===== config.mk =====
export PLATFORM = sky130hd
export DESIGN_NAME = switch_press_generator
export DESIGN_NICKNAME = d
export VERILOG_FILES = /design/src/rtl/switch_press_generator.sv
export SDC_FILE = /design/constraint.sdc
export NUM_CORES = 1
export LEC_CHECK = 0
export CORE_UTILIZATION = 30
export CTS_CLUSTER_SIZE = 24
export DETAILED_ROUTE_END_ITERATION = 8
export MAX_ROUTING_LAYER = met4
export PLACE_DENSITY = 0.53
export SETUP_SLACK_MARGIN = 0.1
export SLEW_MARGIN = 20
export SYNTH_ARGS = -nofsm -noshare
export SYNTH_HDL_FRONTEND = slang
export SYNTH_SLANG_ARGS = --single-unit
export TNS_END_PERCENT = 50

===== constraint.sdc =====
create_clock -name clock -period 1.7 [get_ports clock]
set_input_delay 0.255 -clock clock [delete_from_list [all_inputs] [get_ports clock]]
set_output_delay 0.255 -clock clock [all_outputs]
set_load 0.02 [all_outputs]

===== src/rtl/switch_press_generator.sv =====
// Emits a burst of N switch presses on 'control', each HOLD_CYCLES high then GAP_CYCLES low.
// Requests are taken over valid/ready in IDLE only; abort cancels the burst silently.
module switch_press_generator #(
  parameter int unsigned HOLD_CYCLES = 4,
  parameter int unsigned GAP_CYCLES  = 4,
  parameter int unsigned CNT_W       = 4
) (
  input  logic             clock,
  input  logic             reset,
  input  logic             req_valid,
  input  logic [CNT_W-1:0] req_count,
  input  logic             abort,
  output logic             req_ready,
  output logic             control,
  output logic             press_pulse,
  output logic             busy,
  output logic             done,
  output logic [CNT_W-1:0] presses_left
);

  localparam int unsigned PhMax = (HOLD_CYCLES > GAP_CYCLES) ? HOLD_CYCLES : GAP_CYCLES;
  localparam int unsigned PhW   = $clog2(PhMax + 1);
  localparam logic [PhW-1:0] HoldLast = PhW'(HOLD_CYCLES - 1);
  localparam logic [PhW-1:0] GapLast  = PhW'(GAP_CYCLES - 1);

  typedef enum logic [1:0] {StIdle, StPress, StGap} state_e;

  state_e           state_q, state_d;
  logic [PhW-1:0]   phase_q, phase_d;
  logic [CNT_W-1:0] left_q, left_d;
  logic             control_q, control_d;
  logic             pulse_q, pulse_d;
  logic             busy_q, busy_d;
  logic             done_q, done_d;
  logic             ready_q, ready_d;

  always_comb begin
    state_d   = state_q;
    phase_d   = phase_q;
    left_d    = left_q;
    control_d = control_q;
    pulse_d   = 1'b0;
    done_d    = 1'b0;

    if (abort && state_q != StIdle) begin
      // Cancelled bursts end without a done pulse.
      state_d   = StIdle;
      phase_d   = '0;
      left_d    = '0;
      control_d = 1'b0;
    end else begin
      unique case (state_q)
        StIdle: begin
          if (req_valid) begin
            if (req_count != '0) begin
              state_d   = StPress;
              phase_d   = '0;
              left_d    = req_count;
              control_d = 1'b1;
              pulse_d   = 1'b1;
            end else begin
              done_d = 1'b1;
            end
          end
        end
        StPress: begin
          if (phase_q == HoldLast) begin
            state_d   = StGap;
            phase_d   = '0;
            control_d = 1'b0;
            left_d    = left_q - CNT_W'(1);
          end else begin
            phase_d = phase_q + PhW'(1);
          end
        end
        StGap: begin
          if (phase_q == GapLast) begin
            phase_d = '0;
            if (left_q != '0) begin
              state_d   = StPress;
              control_d = 1'b1;
              pulse_d   = 1'b1;
            end else begin
              state_d = StIdle;
              done_d  = 1'b1;
            end
          end else begin
            phase_d = phase_q + PhW'(1);
          end
        end
        default: begin
          state_d   = StIdle;
          phase_d   = '0;
          left_d    = '0;
          control_d = 1'b0;
        end
      endcase
    end

    busy_d  = (state_d != StIdle);
    ready_d = (state_d == StIdle);
  end

  always_ff @(posedge clock or negedge reset) begin
    if (!reset) begin
      state_q   <= StIdle;
      phase_q   <= '0;
      left_q    <= '0;
      control_q <= 1'b0;
      pulse_q   <= 1'b0;
      busy_q    <= 1'b0;
      done_q    <= 1'b0;
      ready_q   <= 1'b1;
    end else begin
      state_q   <= state_d;
      phase_q   <= phase_d;
      left_q    <= left_d;
      control_q <= control_d;
      pulse_q   <= pulse_d;
      busy_q    <= busy_d;
      done_q    <= done_d;
      ready_q   <= ready_d;
    end
  end

  assign req_ready    = ready_q;
  assign control      = control_q;
  assign press_pulse  = pulse_q;
  assign busy         = busy_q;
  assign done         = done_q;
  assign presses_left = left_q;

endmodule


==> results of run 1 <==
==> worst min-delay path by stage <==
stage          startpoint         endpoint
6_report            reset  presses_left[1]
5_1_grt             reset  presses_left[1]
4_1_cts             reset  presses_left[1]
3_5_place_dp   phase_q[1]       phase_q[1]
3_3_place_gp   phase_q[1]       phase_q[1]
2_1_floorplan       reset             busy
==> what timing repair did <==
action / CTS / global route
gates resized for setup: 4 / 13
pin swaps: 1 / 3
hold endpoints to repair: 0 / 0
gates cloned: 0 / 0
endpoints found under the setup margin: 11 / 17
buffers inserted: 0 / 2
==> registers in the layout, indices dropped and copies added (netlist names) <==
| register | cells |
|---|---|
| control | 1 |
| req_ready | 1 |
| busy | 1 |
| press_pulse | 1 |
| presses_left | 4 |
| phase_q | 3 |
| done | 1 |
| state_q | 2 |
==> critical path: stages (launching register included) <==
cell and delay (ns):
dfrtp_1 0.39, inv_2 0.07, ha_4 0.16, or3b_1 0.34
a32o_2 0.30, mux2_4 0.30
==> layout make-up <==
| type | instances | area (sq um) |
|---|---|---|
| clock buffer | 4 | 36.3 |
| fill | 255 | 1450 |
| inverter | 5 | 18.8 |
| multi-input combinational | 62 | 552 |
| sequential | 14 | 353 |
| tap | 31 | 38.8 |
| timing repair buffer | 37 | 337 |
==> Yosys cell counts, types with 2 or more instances <==
library cell / count / area [sq um]
nor4_1: 2 / 12.5
nand2b_1: 2 / 12.5
nand3_1: 2 / 10.0
nor2_1: 6 / 22.5
nor2b_1: 2 / 12.5
o21bai_1: 2 / 15.0
o21ai_0: 2 / 10.0
ha_1: 7 / 87.6
o2bb2ai_1: 3 / 26.3
mux2_4: 2 / 30.0
dfrtp_1: 13 / 325
inv_1: 5 / 18.8
or2_1: 2 / 12.5
nand2_1: 7 / 26.3
==> metal layers <==
metal | global-route usage | vias up
met1 | 0.187 | 368
li1 | - | 385
met4 | 0.0627 | 0
met3 | 0.0346 | 5
met2 | 0.250 | 17
met5 | - | -
==> placed cells by master (no fill, tap or decap), types with 2 or more instances in the layout <==
master           synthesis  final
buf_4                    1     19
buf_6                    0      2
clkbuf_4                 0      3
clkdlybuf4s50_1          0     10
dfrtp_1                 13     12
dlymetal6s2s_1           0      5
ha_1                     7      3
ha_2                     0      2
ha_4                     0      2
inv_1                    5      4
mux2_4                   2      2
nand2_1                  7      7
nand2b_1                 2      2
nand3_1                  2      2
nor2_1                   6      6
nor4_1                   2      2
o21ai_0                  2      2
o21bai_1                 2      2
o2bb2ai_1                3      3
or2_1                    2      2
==> through the flow <==
step	utilization	instances
final	0.480	153
after CTS	0.459	151
after floorplan	-	84
after global placement	0.441	147
after global routing	0.480	153
after detailed placement	0.441	147
==> logic make-up (layout without fill, tap and decap cells) <==
logic type	Yosys count	after routing	share of synthesized area
AO/OA/AOI/OAI	22	22	0.228
adder cells (fa/ha/maj)	7	7	0.0986
buffers and inverters	8	46	0.0408
flip-flops	14	14	0.396
multiplexers	2	2	0.0338
AND/OR/NAND/NOR	31	31	0.203
==> power by group through the flow <==
| stage | registers, W | clock network [W] | logic (W) |
|---|---|---|---|
| 6_report | 0.000551 | 0.000248 | 0.00139 |
| 2_1_floorplan | 0.000672 | 0 | 0.000687 |
| 5_1_grt | 0.000567 | 0.000283 | 0.00152 |
| 3_5_place_dp | 0.000551 | 0 | 0.00132 |
| 3_3_place_gp | 0.000548 | 0 | 0.00130 |
| 4_1_cts | 0.000546 | 0.000261 | 0.00134 |
==> impl_metrics.csv, run 1 <==
group,metric,value,unit
outcome,status,"finished, final reports clean",
power,comb_power_share,0.636,
synthesis,synth_edf_count,0,
placed_design,placed_area,1230,sq um
critical_path,regToRegSetupSlack,0.03,ns
global_routing,antenna_found_initial,0,
clock_network,clkLatencyLatePin,0.29,ns
global_routing,grt_pass1_vias,811,
layout,antenna_cells,0,
die,die_x,56.4,microns
die,die_area,3180,sq um
sta,layout_setup_ws,0.0330,ns
drt,met1_length,997,microns
synthesis,synth_cells,84,
drt,drtIter0Drc,19,
clock_network,clockBufferDepth,2,
sta,fin_skew,0.00429,ns
die,die_height,56.4,microns
synthesis,syn_avg_cell_area,10.6,sq um
critical_path,worst_ep_arrival_time,1.85,ns
power,power_frac_seq,0.251,
synthesis,async_flop_share,1.00,
drt,ant_nets,0,
die,initial_core_util,0.319,
synthesis,ys_ff_latch,14,
sta,worst_pin_slew,0.429,ns
critical_path,cp-end-kind,"flop",
synthesis,ys_types,41,
synthesis,yosysSeqAreaShare,0.396,
critical_path,rr_worst_depth,5,
sta,fmax,600,MHz
global_routing,grt_max_degree,15,
clock_network,ctsHoldBuffers,0,
placed_design,place.port_buffers,16,
clock_network,clkTransAtPathRegs,0.09,ns
sta,drv_slew,0,
sta,timing_hold_violations_final,0,
drt,routedWlPerCell,14.3,microns
critical_path,crit_fanout,5,
synthesis,syn_area,888,sq um
power,max-vdd-ir-drop,0.000923,V
sta,rsz0062_at_grt,"yes",
clock_network,cts_tree,"built",
drt,drt_first_pass_iters,4,
placed_design,place_congestion,0.855,
clock_network,cts_buffers,3,
placed_design,dp.final_hpwl,1.65,mm
sta,period_share,0.981,
placed_design,pre_cts_ws,-0.249,ns
sta,fin_crit,1.67,ns
critical_path,crit_start,"state_q[0]",
sta,holdWs,0.267,ns
synthesis,yosys_warnings,0,
power,p_leak,0.649,nW
die,io_pins,17,
job,drv_cap,0,
layout,fin_nets,138,
drt,dr_wl_met2,1.06,mm
critical_path,critical_path_required,1.88,ns
clock_network,htreeDepth,1,
critical_path,start_kind,"flop",
critical_path,timing.rr.end,"presses_left[1]",
clock_network,clock-root-buffer,"clkbuf_4",
synthesis,synth_fp_nets,99,
power,internal_power,0.00133,W
drt,drt-total-wl,2.19,mm
clock_network,clock-sinks,14,
critical_path,endpoint,"presses_left[1]",
sta,max_slew_margin,0.713,
critical_path,crit_type,"reg -> reg",
drt,drc,0,
drt,num_vias,775,
sta,setup-tns-final,0,ns
power,p_sw_frac,0.393,
layout,final_area,1340,sq um
die,core,2780,sq um
layout,syn_to_final_growth,50.3,%
power,clock_power_share,0.113,
drt,viasPerCell,5.07,
sta,setup_viol,0,
power,p_total,0.00219,W
global_routing,grt-ovfl-total,0,
global_routing,grt_pass1_wl,3.64,mm
drt,wl_met3,100,microns
synthesis,synth-main-ff-cell,"dfrtp_1",
min_path,hold_class,"in -> async",
critical_path,r2r_start,"state_q[0]",
layout,drive_gt1_frac,0.352,
power,netSwitchingPower,0.000862,W
drt,top_layer,"met4",
global_routing,grt_usage,0.155,
die,num_rows,19,
power,powerDensity,1640,nW/um^2
Note: power is estimated with default switching activity, not from simulation.
==> run 2: changes to the inputs <==
SETUP_SLACK_MARGIN = default   (was 0.1)
==> run 2 against run 1 <==
Effect of this change: clock power about the same; critical path depth decreased by 1; largest cell class unchanged; register-to-register slack hardly changed; hold slack better by 0.00053 ns; sequential share of layout area grew 0.35 points; critical path type unchanged; fmax is 0.48% lower.
==> impl_metrics.csv, run 2 (synthesis gave the netlist of run 1 again) <==
group,metric,value,unit
layout,regArea,353,sq um
critical_path,crit_start,"state_q[1]",
critical_path,worst_ep_arrival_time,1.85,ns
die,core,2780,sq um
global_routing,grt.met3_usage,0.0346,
power,internal_power,0.00134,W
drt,num_vias,768,
sta,fin_skew,0.00303,ns
global_routing,grtUsageMet2,0.253,
outcome,status,"finished, final reports clean",
critical_path,crit_type,"reg -> reg",
drt,drt_first_pass_iters,4,
layout,multi_input_area,549,sq um
drt,viasPerCell,5.02,
drt,ant_nets,0,
global_routing,grt_use_met1,0.185,
clock_network,cts_buffers,3,
critical_path,path_delay_family,"flip-flops",
global_routing,grt_pass1_vias,820,
critical_path,r2r_start,"state_q[1]",
layout,final_cell_mix,"20 x buf_4, 16 x clkdlybuf4s50_1, 12 x dfrtp_1",
critical_path,crit_slowest_cell,"dfrtp_2",
sta,rsz0062_at_grt,"yes",
sta,worst_pin_slew,0.421,ns
power,power_frac_seq,0.249,
drt,drc,0,
power,p_sw_frac,0.392,
job,drv_cap,0,
power,comb_power_share,0.638,
global_routing,antenna_found_initial,0,
power,p_total,0.00221,W
power,max-vdd-ir-drop,0.000938,V
placed_design,dp.cells,147,
sta,fin_crit,1.68,ns
placed_design,place_congestion,0.855,
sta,fmax,597,MHz
sta,setup_viol,0,
global_routing,grt-ovfl-total,0,
global_routing,grt.busiest_layer,"met2",
layout,final.fill_count,258,
power,clock_power_share,0.113,
layout,layoutNonFillerInstCount,153,
power,netSwitchingPower,0.000865,W
layout,fin_nets,138,
drt,drtIter0Drc,23,
global_routing,grt_max_degree,15,
power,powerDensity,1670,nW/um^2
layout,drive_gt1_frac,0.344,
critical_path,critical_path_required,1.88,ns
placed_design,dp.final_hpwl,1.65,mm
die,num_rows,19,
sta,timing_hold_violations_final,0,
critical_path,cp_num_buf_inv,0,
layout,post-route-util,0.474,
die,initial_core_util,0.319,
sta,period_share,0.985,
critical_path,crit_fanout,5,
die,io_pins,17,
global_routing,grt_usage,0.155,
clock_network,clock-sinks,14,
critical_path,start_kind,"flop",
critical_path,cp-end-kind,"flop",
die,die_x,56.4,microns
clock_network,clkLatencyLatePin,0.28,ns
drt,drt-total-wl,2.14,mm
sta,drv_slew,0,
layout,final_common_cell,"buf_4",
critical_path,crit_chain,"ha_4, or3b_1, a32o_2, mux2_4",
sta,max_slew_margin,0.718,
die,die_area,3180,sq um
layout,antenna_cells,0,
drt,routedWlPerCell,14.0,microns
critical_path,cpPeakStageDelay,0.44,ns
min_path,hold_class,"in -> async",
placed_design,place.port_buffers,16,
clock_network,cts_tree,"built",
power,p_leak,0.594,nW
clock_network,htreeDepth,1,
clock_network,clkTransAtPathRegs,0.09,ns
clock_network,clockBufferDepth,2,
layout,syn_to_final_growth,48.3,%
die,die_height,56.4,microns
layout,largest_reg_flops,4,
clock_network,clock-root-buffer,"clkbuf_4",
global_routing,grt_pass1_wl,3.66,mm
run 2: layer usage:
metal / share of wire / wire length, microns
met2: 0.48 / 1020
met5: 0 / 0
met3: 0.042 / 90
met1: 0.47 / 997
met4: 0.016 / 35
run 2: stage by stage:
| step | TNS [ns] | worst slack [ns] | hold slack (ns) | area (sq um) |
|---|---|---|---|---|
| floorplan | -0.0459 | -0.0229 | -0.0406 | 912 |
| global placement | -1.46 | -0.196 | 0.478 | 1230 |
| detailed placement | -1.97 | -0.249 | 0.484 | 1230 |
| CTS | 0 | 0.000283 | 0.269 | 1260 |
| global route | -0.0910 | -0.0237 | 0.270 | 1320 |
| finish | 0 | 0.0249 | 0.268 | 1320 |
run 2: repair_timing:
action / 4_1_cts / 5_1_grt
endpoints found under the setup margin: 2 / 7
buffers inserted: 0 / 2
gates resized for setup: 1 / 8
pin swaps: 1 / 2
hold buffers: 0 / 0
run 2: worst reg2reg max path: cells and delay by family, from the launching register on:
family,cells,cell delay [ns]
flops,1,0.44
fa+ha+maj,1,0.17
simple gates,1,0.34
compound gates,1,0.32
mux,1,0.30
run 2: final timing paths:
check                                  endpoint  slack [ns]  depth (start not counted)
worst max-delay path            presses_left[1]        0.02                          4
worst min-delay path            presses_left[1]        0.27                          2
worst max register to register  presses_left[1]        0.02                          4
worst min register to register       phase_q[1]        0.50                          2
max in group asynchronous             req_ready        1.19                          2
min in group clock                   phase_q[1]        0.50                          2
run 2: layout make-up:
type / count / share of cell area
flip-flops and latches: 14 / 0.268
multi-input cells: 62 / 0.417
repair buffers: 37 / 0.244
inverters: 5 / 0.0142
clock buffers: 4 / 0.0275
well taps: 31 / 0.0294
run 2: power by group through the flow:
| stage | Combinational, W | Clock [W] | Sequential, W |
|---|---|---|---|
| final | 0.00141 | 0.000248 | 0.000549 |
| after global routing | 0.00154 | 0.000283 | 0.000567 |
| after CTS | 0.00133 | 0.000261 | 0.000547 |
| after detailed placement | 0.00132 | 0 | 0.000551 |
| after global placement | 0.00130 | 0 | 0.000548 |
| after floorplan | 0.000687 | 0 | 0.000672 |
==> run 3: changes to the inputs <==
CORE_ASPECT_RATIO = 0.5   (was default)
==> run 3 against run 2 <==
Effect of this change: the run now ends with negative setup slack left; largest power group unchanged; die area is 0.42% higher; count of clock-buffer cells in the layout unchanged; cell area is 3.0% higher; worst setup slack worse by 0.040 ns; clock power is 31% higher.
==> impl_metrics.csv, run 3 (synthesis gave the netlist of run 1 again) <==
group,metric,value,unit
outcome,status,"complete, but fails checks",
outcome,violations,"negative setup slack",
clock_network,clock-sinks,14,
power,power_frac_seq,0.241,
layout,drive_gt1_frac,0.349,
layout,final.fill_count,265,
drt,drtIter0Drc,16,
layout,final_area,1360,sq um
critical_path,crit_type,"reg -> reg",
drt,drt-total-wl,2.17,mm
die,die_height,40.5,microns
power,netSwitchingPower,0.000875,W
sta,layout_setup_ws,-0.0153,ns
drt,routedWlPerCell,13.3,microns
drt,drt_first_pass_iters,4,
sta,rsz0062_at_grt,"yes",
power,powerDensity,1670,nW/um^2
critical_path,cp-end-kind,"flop",
clock_network,cts_buffers,3,
placed_design,place.port_buffers,16,
placed_design,placed_area,1250,sq um
power,clock_power_share,0.143,
layout,largest_reg_flops,4,
min_path,hold_class,"in -> async",
power,comb_power_share,0.616,
sta,max_slew_margin,0.669,
clock_network,clkLatencyLatePin,0.24,ns
global_routing,antenna_found_initial,0,
placed_design,dp.final_hpwl,1.67,mm
layout,antenna_cells,0,
critical_path,crit_fanout,5,
layout,final_common_cell,"buf_4",
global_routing,grt_max_degree,15,
clock_network,clockBufferDepth,2,
layout,fin_nets,142,
sta,fin_crit,1.72,ns
die,initial_core_util,0.329,
global_routing,grt_usage,0.149,
critical_path,start_kind,"flop",
layout,final_cell_mix,"25 x buf_4, 16 x clkdlybuf4s50_1, 13 x dfrtp_1",
sta,timing_hold_violations_final,0,
power,p_sw_frac,0.386,
clock_network,cts_tree,"built",
die,num_rows,13,
die,core,2700,sq um
die,io_pins,17,
sta,setup-tns-final,-0.0424,ns
clock_network,ctsHoldBuffers,0,
drt,ant_nets,0,
sta,worst_pin_slew,0.493,ns
clock_network,clkTransAtPathRegs,0.06,ns
die,die_area,3200,sq um
placed_design,pre_cts_ws,-0.256,ns
sta,fmax,583,MHz
job,drv_cap,0,
sta,drv_slew,0,
die,die_x,79.0,microns
power,internal_power,0.00139,W
sta,fin_skew,0.00139,ns
clock_network,htreeDepth,1,
global_routing,grt_pass1_wl,3.39,mm
drt,drc,0,
drt,viasPerCell,4.86,
drt,num_vias,792,
placed_design,place_congestion,0.866,
power,p_leak,0.621,nW
global_routing,grt-ovfl-total,0,
critical_path,worst_ep_arrival_time,1.84,ns
global_routing,grt_pass1_vias,740,
power,max-vdd-ir-drop,0.000729,V
layout,syn_to_final_growth,52.8,%
power,p_total,0.00226,W
clock_network,clock-root-buffer,"clkbuf_8",
sta,period_share,1.01,
critical_path,critical_path_required,1.83,ns
sta,setup_viol,3,
[run 3: path summary, 6_finish.rpt]
kind,slack (ns),cells past startpoint,from,endpoint
worst max-delay path,-0.02,4,state_q[1],presses_left[1]
worst min-delay path,0.32,2,reset,phase_q[1]
worst max register to register,-0.02,4,state_q[1],presses_left[1]
worst min register to register,0.50,2,phase_q[1],phase_q[1]
max in group asynchronous,1.14,2,reset,req_ready
min in group clock,0.50,2,phase_q[1],phase_q[1]
[run 3: layout make-up]
class	instances	area (sq um)	area share
inverter	5	18.8	0.0138
sequential	14	352	0.259
multi-input combinational	62	538	0.396
tap	37	46.3	0.0341
timing repair buffer	41	348	0.256
clock buffer	4	55.1	0.0406
[run 3: per-stage QoR]
| stage | util | std cells | hold slack [ns] |
|---|---|---|---|
| global placement | 0.463 | 155 | 0.481 |
| floorplan | - | 84 | -0.0406 |
| finish | 0.503 | 163 | 0.317 |
| detailed placement | 0.463 | 155 | 0.487 |
| global route | 0.503 | 163 | 0.346 |
| CTS | 0.492 | 162 | 0.318 |
[run 3: power groups by stage]
stage / registers (W) / logic, W / clock network, W
final: 0.000546 / 0.00139 / 0.000324
after global routing: 0.000562 / 0.00151 / 0.000354
after CTS: 0.000545 / 0.00133 / 0.000337
after detailed placement: 0.000546 / 0.00130 / 0
after global placement: 0.000544 / 0.00127 / 0
after floorplan: 0.000672 / 0.000687 / 0
[run 3: what timing repair did]
action,CTS,global route
gates resized for setup,1,3
setup endpoints to repair,4,5
buffers inserted,3,1
pin swaps,1,1
[run 3: critical path: stages (launching register included)]
cell and delay, ns:
dfrtp_1 0.43, ha_4 0.19, or3b_1 0.37, a32o_2 0.31, mux2_4 0.31
[run 3: routing by layer]
| metal | GRT usage | wire (microns) | vias to the layer above |
|---|---|---|---|
| met5 | - | 0 | - |
| met4 | 0.0273 | 0 | 0 |
| met3 | 0.0432 | 98 | 0 |
| met2 | 0.259 | 1020 | 21 |
| met1 | 0.178 | 1050 | 376 |
| li1 | - | - | 395 |
